$ cat src/rtl/fifo_dc_wr_ctrl.sv
// fifo_dc_wr_ctrl -- write-side controller of the dual-clock FIFO (wclk domain).
//
// Accepts producer pushes, drives the RAM write port, keeps the binary and
// Gray write pointers, synchronises the read-domain Gray pointer and derives
// registered full / almost_full / fill-level status from it.
//
// Optional build macro: WR_OVERFLOW_FLAG_EN
//   defined   -> sticky overflow flag plus an internal saturating 16-bit drop counter
//   undefined -> overflow tied to 0, no extra logic
//
// Ports:
//   wclk, wrst          write clock, asynchronous active-high reset
//   wr_en, wr_data      push request and push data from the producer
//   full, almost_full   registered status flags
//   wr_count            registered fill level as seen from the write domain
//   ram_we/waddr/di     dual-port RAM write port
//   wptr_gray           registered Gray write pointer for the read domain
//   rptr_gray_async     Gray read pointer from the rclk domain (unsynchronised)
//   overflow            sticky dropped-push flag (optional feature)

module fifo_dc_wr_ctrl #(
    parameter int unsigned ADDR_WIDTH   = 8,
    parameter int unsigned DATA_WIDTH   = 8,
    parameter int unsigned AFULL_THRESH = 2**ADDR_WIDTH - 2
) (
    input  logic                  wclk,
    input  logic                  wrst,
    input  logic                  wr_en,
    input  logic [DATA_WIDTH-1:0] wr_data,
    output logic                  full,
    output logic                  almost_full,
    output logic [ADDR_WIDTH:0]   wr_count,
    output logic                  ram_we,
    output logic [ADDR_WIDTH-1:0] ram_waddr,
    output logic [DATA_WIDTH-1:0] ram_di,
    output logic [ADDR_WIDTH:0]   wptr_gray,
    input  logic [ADDR_WIDTH:0]   rptr_gray_async,
    output logic                  overflow
);

    localparam int unsigned AW = ADDR_WIDTH;
    localparam logic [AW:0] AFULL_LVL = (AW+1)'(AFULL_THRESH);

    logic [AW:0] wbin_q, wbin_d;
    logic [AW:0] wgray_q, wgray_d;
    logic [AW:0] rsync1_q, rsync2_q;
    logic [AW:0] rbin_sync;
    logic [AW:0] level_d;
    logic [AW:0] full_gray;
    logic        full_q, afull_q;
    logic [AW:0] wcount_q;
    logic        push;

    always_comb begin
        push      = wr_en & ~full_q;
        wbin_d    = wbin_q + (AW+1)'(push);
        wgray_d   = wbin_d ^ (wbin_d >> 1);
        // Gray-to-binary: each binary bit is the XOR of all Gray bits at or above it.
        rbin_sync = '0;
        for (int unsigned i = 0; i <= AW; i++) begin
            rbin_sync[i] = ^(rsync2_q >> i);
        end
        level_d   = wbin_d - rbin_sync;
        // Write pointer one full lap ahead of the read pointer, in Gray form.
        full_gray = {~rsync2_q[AW:AW-1], rsync2_q[AW-2:0]};
    end

    always_ff @(posedge wclk or posedge wrst) begin
        if (wrst) begin
            wbin_q   <= '0;
            wgray_q  <= '0;
            rsync1_q <= '0;
            rsync2_q <= '0;
            full_q   <= 1'b0;
            afull_q  <= 1'b0;
            wcount_q <= '0;
        end else begin
            wbin_q   <= wbin_d;
            wgray_q  <= wgray_d;
            rsync1_q <= rptr_gray_async;
            rsync2_q <= rsync1_q;
            full_q   <= (wgray_d == full_gray);
            wcount_q <= level_d;
            afull_q  <= (level_d >= AFULL_LVL);
        end
    end

    assign ram_we      = push & ~wrst;
    assign ram_waddr   = wbin_q[AW-1:0];
    assign ram_di      = wr_data;
    assign full        = full_q;
    assign almost_full = afull_q;
    assign wr_count    = wcount_q;
    assign wptr_gray   = wgray_q;

`ifdef WR_OVERFLOW_FLAG_EN
    logic        overflow_q;
    logic [15:0] drop_cnt_q;

    always_ff @(posedge wclk or posedge wrst) begin
        if (wrst) begin
            overflow_q <= 1'b0;
            drop_cnt_q <= '0;
        end else if (wr_en && full_q) begin
            overflow_q <= 1'b1;
            if (drop_cnt_q != '1) begin
                drop_cnt_q <= drop_cnt_q + 16'd1;
            end
        end
    end

    assign overflow = overflow_q;
`else
    assign overflow = 1'b0;
`endif

endmodule

$ cat config.mk
export PLATFORM = sky130hd
export DESIGN_NAME = fifo_dc_wr_ctrl
export DESIGN_NICKNAME = d
export VERILOG_FILES = /design/src/rtl/fifo_dc_wr_ctrl.sv
export SDC_FILE = /design/constraint.sdc
export NUM_CORES = 1
export LEC_CHECK = 0
export CAP_MARGIN = 25
export CORE_ASPECT_RATIO = 2
export CORE_MARGIN = 2
export CORE_UTILIZATION = 42
export CTS_CLUSTER_DIAMETER = 150
export CTS_CLUSTER_SIZE = 20
export DETAILED_ROUTE_END_ITERATION = 12
export GPL_ROUTABILITY_DRIVEN = 0
export HOLD_SLACK_MARGIN = 0.12
export PLACE_DENSITY = 0.74
export SETUP_SLACK_MARGIN = 0.3
export SLEW_MARGIN = 20
export SYNTH_ARGS = -nofsm -noshare
export SYNTH_HDL_FRONTEND = slang
export SYNTH_SLANG_ARGS = --single-unit
export TNS_END_PERCENT = 1
$ cat constraint.sdc
create_clock -name wclk -period 3.8 [get_ports wclk]
set_input_delay 0.38 -clock wclk [delete_from_list [all_inputs] [get_ports wclk]]
set_output_delay 0.38 -clock wclk [all_outputs]
set_load 0.01 [all_outputs]
==> After elaboration in Yosys (flattened, before gate mapping) <==
Index checks and enable logic that the tools add are counted.
{ "word_totals": {"ff_bits": 47} }
{ "op_classes": {"n_addsub": 2, "order_cmp": 1, "eq_ne": 1, "n_bitwise": 6, "reduce_logical": 9} }
{ "ops": {"columns": ["op", "count"], "rows": [
  ["$reduce_xor A9 Y1", 9],
  ["$add A9 B1 Y9", 1],
  ["$eq A9 B9 Y1", 1],
  ["$ge A9 B8 Y1 const B", 1],
  ["$sub A9 B9 Y9", 1],
  ["$xor A9 B8 Y9", 1],
  ["$and A1 B1 Y1", 2],
  ["$not A1 Y1", 2],
  ["$not A2 Y2", 1]
]} }

==> Depth between registers and ports, before layout <==
Gate-level depths: netlist (run 1).
{ "logic_depth": {"word_depth": 5, "depth_mapped": 15, "mapped_depth_nobuf": 15} }

==> Least setup slack after synthesis (run 1) <==
OpenSTA, ideal clock, no wires.
{ "synth_timing": {"path_kind": "flip-flop to flip-flop", "from": "reg rsync2_q[8]", "to": "reg afull_q (netlist: almost_full)", "setup_ns": 0.120, "t_arrival_ns": 3.550, "t_required_ns": 3.680, "slack_ns": 0.130, "path_stages_with_launch": 16, "path_cell_list": "dfrtp_1 > xnor3_2 > xnor2_4 > xnor2_2 > xor2_1 > xor2_2 > xor2_1 > ha_1 > fa_1 > nand2b_1 > a21oi_1 > maj3_2 > a21oi_2 > o21ai_2 > xor2_1 > a41o_1"} }
{ "synth_via": {"elab_chain_len": 3, "elab_cells_between_ends": 11} }
{ "synth_lines": {"columns": ["item", "line_no", "source"], "rows": [
  ["from (decl)", "46", "logic [AW:0] rsync1_q, rsync2_q;"],
  ["from (signal assigned)", "81", "rsync2_q <= rsync1_q;"],
  ["$reduce_xor A9 Y1", "61", "rbin_sync[i] = ^(rsync2_q >> i);"],
  ["$sub A9 B9 Y9 *", "63", "level_d = wbin_d - rbin_sync;"],
  ["named net level_d[8]", "48", "logic [AW:0] level_d;"],
  ["$ge A9 B8 Y1 *", "84", "afull_q <= (level_d >= AFULL_LVL);"],
  ["to (signal assigned)", "84", null],
  ["to (decl)", "50", "logic full_q, afull_q;"]
]} }
The timed path passes the listed nets; every way through them passes the cells marked *.

==> Final worst setup path (run 1) <==
Same ends and word-level chain as after synthesis.

==> impl_metrics.tcl, run 1 <==
set metrics [dict create \
    synth.largest_area_cell "dfrtp_1" \
    path_buf_inv 0 \
    grt_overflow 0 \
    maxCapViolations 0 \
    hold_viol_final 0 \
    synth.distinct_cells 41 \
    route.met2.wl_um 2210 \
    final_nets 247 \
    timing.final.crit_period_ps 3480 \
    nFillCells 452 \
    yosysSeqAreaShare_pct 52.5 \
    power_mw 2.29 \
    via_per_inst 4.88 \
    worstSetupStartpoint "rsync2_q[8]" \
    mostFrequentLayoutCells "dfrtp_1, clkdlybuf4s50_1, xnor2_1" \
    via_count 1353 \
    routed.top_layer "met4" \
    syn2layout_area_growth_pct 25.6 \
    slowest_stage "xnor3_2" \
    drt-met1-wl_um 1270 \
    slew_violations 0 \
    hold_slack_ps 353 \
    drtIter0Drc 18 \
    tightest_slew_ps 553 \
    multi_input_area_um2 931 \
    grt_pass1_vias 1373 \
    syn-cell-area_um2 2190 \
    synth_seq_cells 46 \
    io_buffers 40 \
    clk_latency_ps 290 \
    track_usage_pct 15.1 \
    leakage_nw 1.19 \
    slew_headroom_pct 63.1 \
    path_cells "xnor3_2, xnor2_4, xnor2_2, xor2_2, xor2_2, xor2_1, ha_2, fa_2, nand2b_1, a21oi_2, maj3_2, a21oi_4, o21ai_2, xor2_1, a41o_1" \
    cts_tree "done" \
    clkTransAtPathRegs_ps 80 \
    die_x_um 55.1 \
    post-route-period-util_pct 91.6 \
    dr.pass1.iters 2 \
    ant_nets 0 \
    wirelength_um 3730 \
    wire_per_inst_um 13.5 \
    synth_ff_type "dfrtp_1" \
    fin_tns_setup_ps 0 \
    ios 58 \
    max_clock_freq_mhz 287 \
    layout_commonest_cell "dfrtp_1" \
    wl_met3_um 156 \
    fp-row-count 37 \
    final.setup_skew_ps 6.78 \
    crit_path_end_kind "flip-flop" \
    power_density_nw_per_um2 832 \
    yosys_warnings 0 \
    synth_top_cell_area_share_pct 52.5 \
    min_path_type "flip-flop to flip-flop" \
    drive_gt1_share_pct 14.6 \
    cp_max_fo 2 \
    setup.worst_path.start_class "flip-flop" \
    numClockSinks 46 \
    critPathRequiredTime_ps 3980 \
    cts-root-buf "clkbuf_8" \
    synth_edf_count 0 \
    die_area_um2 5850 \
    synthTopCellsByArea "dfrtp_1, xnor2_1, ha_1" \
    cts_max_path_buffers 2 \
    pre_cts_ws_ps 31.3 \
    grt_pass1_wl_um 6330 \
    async_flop_share_pct 100 \
    outcome "complete, no violations" \
    diodes 0 \
    layout.core_utilization_pct 54.0 \
    fin_ws_ps 318 \
    h-tree-depth 2 \
    place_hpwl_um 2880 \
    slowest_delay_ps 440 \
    numCtsBuffers 5 \
    initial_utilization_pct 43.0 \
    grt_setup_unrepaired "yes" \
    setup_viol 0 \
    critPathKind "flip-flop to flip-flop" \
    worstPathArrival_ps 3660 \
    regArea_um2 1150 \
    peakVddDrop_mv 0.403 \
    die_h_um 106 \
    rr_startpoint "rsync2_q[8]" \
    antenna_found_initial 0 \
    syn_inst 178 \
    hp-start "rsync1_q[6]" \
    critPathTopFamily "XOR/XNOR gates" \
    core_area_um2 5090 \
    syn_nets 207 \
    post-route-drc-count 0 \
    avgSynthCellArea_um2 12.3 \
    grt_max_degree 47 \
]
[through the flow]
stage | cells | cell area, um2
finish | 277 | 2750
global route | 277 | 2750
CTS | 277 | 2750
detailed placement | 263 | 2600
global placement | 263 | 2600
floorplan | 178 | 2200
[cells by family after synthesis]
kind of cell	Yosys count	synth area share (%)
AND/OR/NAND/NOR	29	7.08
multiplexers	1	0.457
other	1	0.171
adder cells (fa/ha/maj)	10	6.00
AO/OA/AOI/OAI	23	7.08
XOR/XNOR	43	20.6
buffers and inverters	25	6.05
flip-flops	46	52.5
[report_power, final]
part	switching, mW	internal (mW)
logic	0.592	0.649
clock network	0.153	0.146
registers	0.113	0.635
[worst paths after layout]
path	to	slack, ps	depth (start not counted)
setup / recovery	almost_full	320	15
hold / removal	rsync2_q[6]	350	0
setup reg to reg	almost_full	320	15
hold reg to reg	rsync2_q[6]	350	0
max in group asynchronous	wr_count[3]	2880	3
min in group asynchronous	wbin_q[1]	540	3
[cell type report]
type | instances | share of cell area [%]
clock buffers | 6 | 3.00
clock inverters | 2 | 0.455
inverters | 9 | 1.23
multi-input cells | 107 | 33.8
flip-flops and latches | 46 | 41.8
well taps | 58 | 2.64
repair buffers | 49 | 17.0
[metal layers]
metal | GRT usage, % | vias to the layer above
met5 | 0 | -
met2 | 26.6 | 33
met3 | 3.51 | 9
li1 | - | 649
met1 | 15.9 | 662
met4 | 6.97 | 0
[Yosys cell counts, drive strengths merged (2+ instances only)]
master and n:
ha 8, xor2 13, a31oi 3, nand2b 2, o211ai 2, nor2 9
dfrtp 46, nor2b 2, xnor2 29, nand3 4, and4 2, and2 3
buf 13, clkbuf 3, inv 9, nand2 3, a21oi 7, o21ai 5
[state kept, by name (all words and copies together), names as in the netlist]
name and cells:
almost_full 1, full 1, rsync1_q 9, rsync2_q 9, wbin_q 9, wptr_gray 8, wr_count 9
[what timing repair did]
item                                    CTS  global route
hold endpoints to repair                  0             0
gates resized for setup                   2             0
pin swaps                                 7             0
hold buffers                              0             0
setup buffers                             6             0
endpoints found under the setup margin    3             2
Power figures use the tool's default switching activity.
==> inputs of run 2 (changes only) <==
--- a/config.mk
+++ b/config.mk
@@ -9,12 +9,13 @@
 export CORE_ASPECT_RATIO = 2
 export CORE_MARGIN = 2
 export CORE_UTILIZATION = 42
+export CTS_BUF_LIST = sky130_fd_sc_hd__clkbuf_4 sky130_fd_sc_hd__clkbuf_8 sky130_fd_sc_hd__clkbuf_16
 export CTS_CLUSTER_DIAMETER = 150
 export CTS_CLUSTER_SIZE = 20
 export DETAILED_ROUTE_END_ITERATION = 12
 export GPL_ROUTABILITY_DRIVEN = 0
 export HOLD_SLACK_MARGIN = 0.12
-export PLACE_DENSITY = 0.74
+export PLACE_DENSITY = 0.78
 export SETUP_SLACK_MARGIN = 0.3
 export SLEW_MARGIN = 20
 export SYNTH_ARGS = -nofsm -noshare
==> run 2 against run 1 <==
First-iteration DRC count grew 50%; largest power group unchanged; flip-flop and latch count is the same; clock power grew 21%; hold slack lost 1.5 ps; worst setup slack lost 9.7 ps; clock skew grew 2.4 ps; sequential share of layout area shrank 0.40 points; global-route usage shrank 0.70 points; fmax shrank 0.28%; via count grew 0.22%.
==> impl_metrics.tcl, run 2 (synthesis results as in run 1) <==
set metrics [dict create \
    outcome "complete, no violations" \
    wire_per_inst_um 13.1 \
    setup.worst_path.start_class "flip-flop" \
    die_area_um2 5850 \
    slowest_delay_ps 430 \
    die_h_um 106 \
    track_usage_pct 14.4 \
    layout_commonest_cell "dfrtp_1" \
    critPathKind "flip-flop to flip-flop" \
    power_density_nw_per_um2 847 \
    cts_max_path_buffers 2 \
    die_x_um 55.1 \
    setup_viol 0 \
    place_inst 263 \
    rr_startpoint "rsync2_q[8]" \
    critPathTopFamily "XOR/XNOR gates" \
    post-route-period-util_pct 91.9 \
    clk_latency_ps 310 \
    final.setup_skew_ps 9.15 \
    drive_gt1_share_pct 15.5 \
    path_buf_inv 0 \
    slowest_stage "xnor3_2" \
    core_area_um2 5090 \
    slew_headroom_pct 62.3 \
    r2r_slack_ps 310 \
    grt_setup_unrepaired "yes" \
    syn2layout_area_growth_pct 26.8 \
    grt_pass1_wl_um 5870 \
    cts-root-buf "clkbuf_8" \
    multi_input_area_um2 931 \
    reg2reg_depth 15 \
    numClockSinks 46 \
    antenna_found_initial 0 \
    layout.core_utilization_pct 54.5 \
    min_path_type "flip-flop to flip-flop" \
    ios 58 \
    hp-start "rsync1_q[1]" \
    placed_cell_area_um2 2600 \
    path_cells "xnor3_2, xnor2_4, xnor2_2, xor2_2, xor2_2, xor2_1, ha_2, fa_2, nand2b_1, a21oi_2, maj3_2, a21oi_4, o21ai_2, xor2_1, a41o_1" \
    hold_viol_final 0 \
    ant_nets 0 \
    hold_depth 0 \
    grt_pass1_vias 1322 \
    grt_max_degree 47 \
    clkTransAtPathRegs_ps 90 \
    fp-row-count 37 \
    maxCapViolations 0 \
    final_cell_area_um2 2780 \
    place_hpwl_um 2760 \
    leakage_nw 1.20 \
    grt_overflow 0 \
    critPathRequiredTime_ps 4000 \
    slew_violations 0 \
    r2r-end "almost_full" \
    worstPathArrival_ps 3690 \
    regArea_um2 1150 \
    peakVddDrop_mv 0.446 \
    cts_tree "done" \
    max_clock_freq_mhz 286 \
    dr.pass1.iters 4 \
    instances_no_fill 278 \
    drtIter0Drc 27 \
    timing.final.crit_period_ps 3490 \
    post-route-drc-count 0 \
    via_per_inst 4.88 \
    mostFrequentLayoutCells "dfrtp_1, clkdlybuf4s50_1, xnor2_1, buf_4" \
    min_to "rsync2_q[1]" \
    final_nets 248 \
    via_count 1356 \
    h-tree-depth 2 \
    numCtsBuffers 5 \
    initial_utilization_pct 43.0 \
    tightest_slew_ps 566 \
    nFillCells 467 \
    hold_buffers 0 \
    crit_path_end_kind "flip-flop" \
    diodes 0 \
    io_buffers 40 \
    cp_max_fo 2 \
    wirelength_um 3640 \
]
[run 2: cell types whose count changed in the layout (fill, tap and decap cells not counted), sizes merged]
cell and delta:
clkinv -2, bufinv +1, inv +1, buf +1
[run 2: worst max-delay path by stage]
stage	from	endpoint	slack, ps	depth (start not counted)
detailed placement	rsync2_q[7]	almost_full	-20	15
global placement	rsync2_q[7]	almost_full	180	15
CTS	rsync2_q[8]	almost_full	300	15
global route	rsync2_q[8]	almost_full	150	15
finish	rsync2_q[8]	almost_full	310	15
floorplan	rsync2_q[7]	almost_full	300	15
[run 2: routing by layer]
| layer | part of all wire [%] | GRT usage [%] | up-vias |
|---|---|---|---|
| met3 | 4.6 | 4.35 | 7 |
| met2 | 58 | 25.5 | 36 |
| met4 | 3.5 | 8.54 | 0 |
| met1 | 33 | 13.4 | 666 |
| li1 | - | - | 647 |
| met5 | 0 | 0 | - |
[run 2: what timing repair did]
action	in CTS	in global routing
setup buffers	7	0
pin swaps	10	0
resized for setup	2	0
endpoints found under the setup margin	3	1
[run 2: final cells by class]
cell class              count  area share (%)
clock buffers               6            2.75
flip-flops and latches     46            41.4
multi-input cells         107            33.5
inverters                   9            1.22
well taps                  58            2.61
repair buffers             50            17.1
clock inverters             2            1.35
[run 2: stage by stage]
step / TNS (ps) / power (mW) / hold slack, ps / worst slack, ps
finish: 0 / 2.35 / 352 / 309
global route: 0 / 2.53 / 364 / 148
CTS: 0 / 2.39 / 354 / 301
detailed placement: -17.6 / 1.97 / 336 / -17.6
global placement: 0 / 1.93 / 332 / 181
floorplan: 0 / 1.55 / 331 / 304
[run 2: power breakdown]
part,switching [mW],internal (mW),leakage [nW]
Clock,0.160,0.203,0.0548
Combinational,0.586,0.658,0.594
Sequential,0.111,0.635,0.553
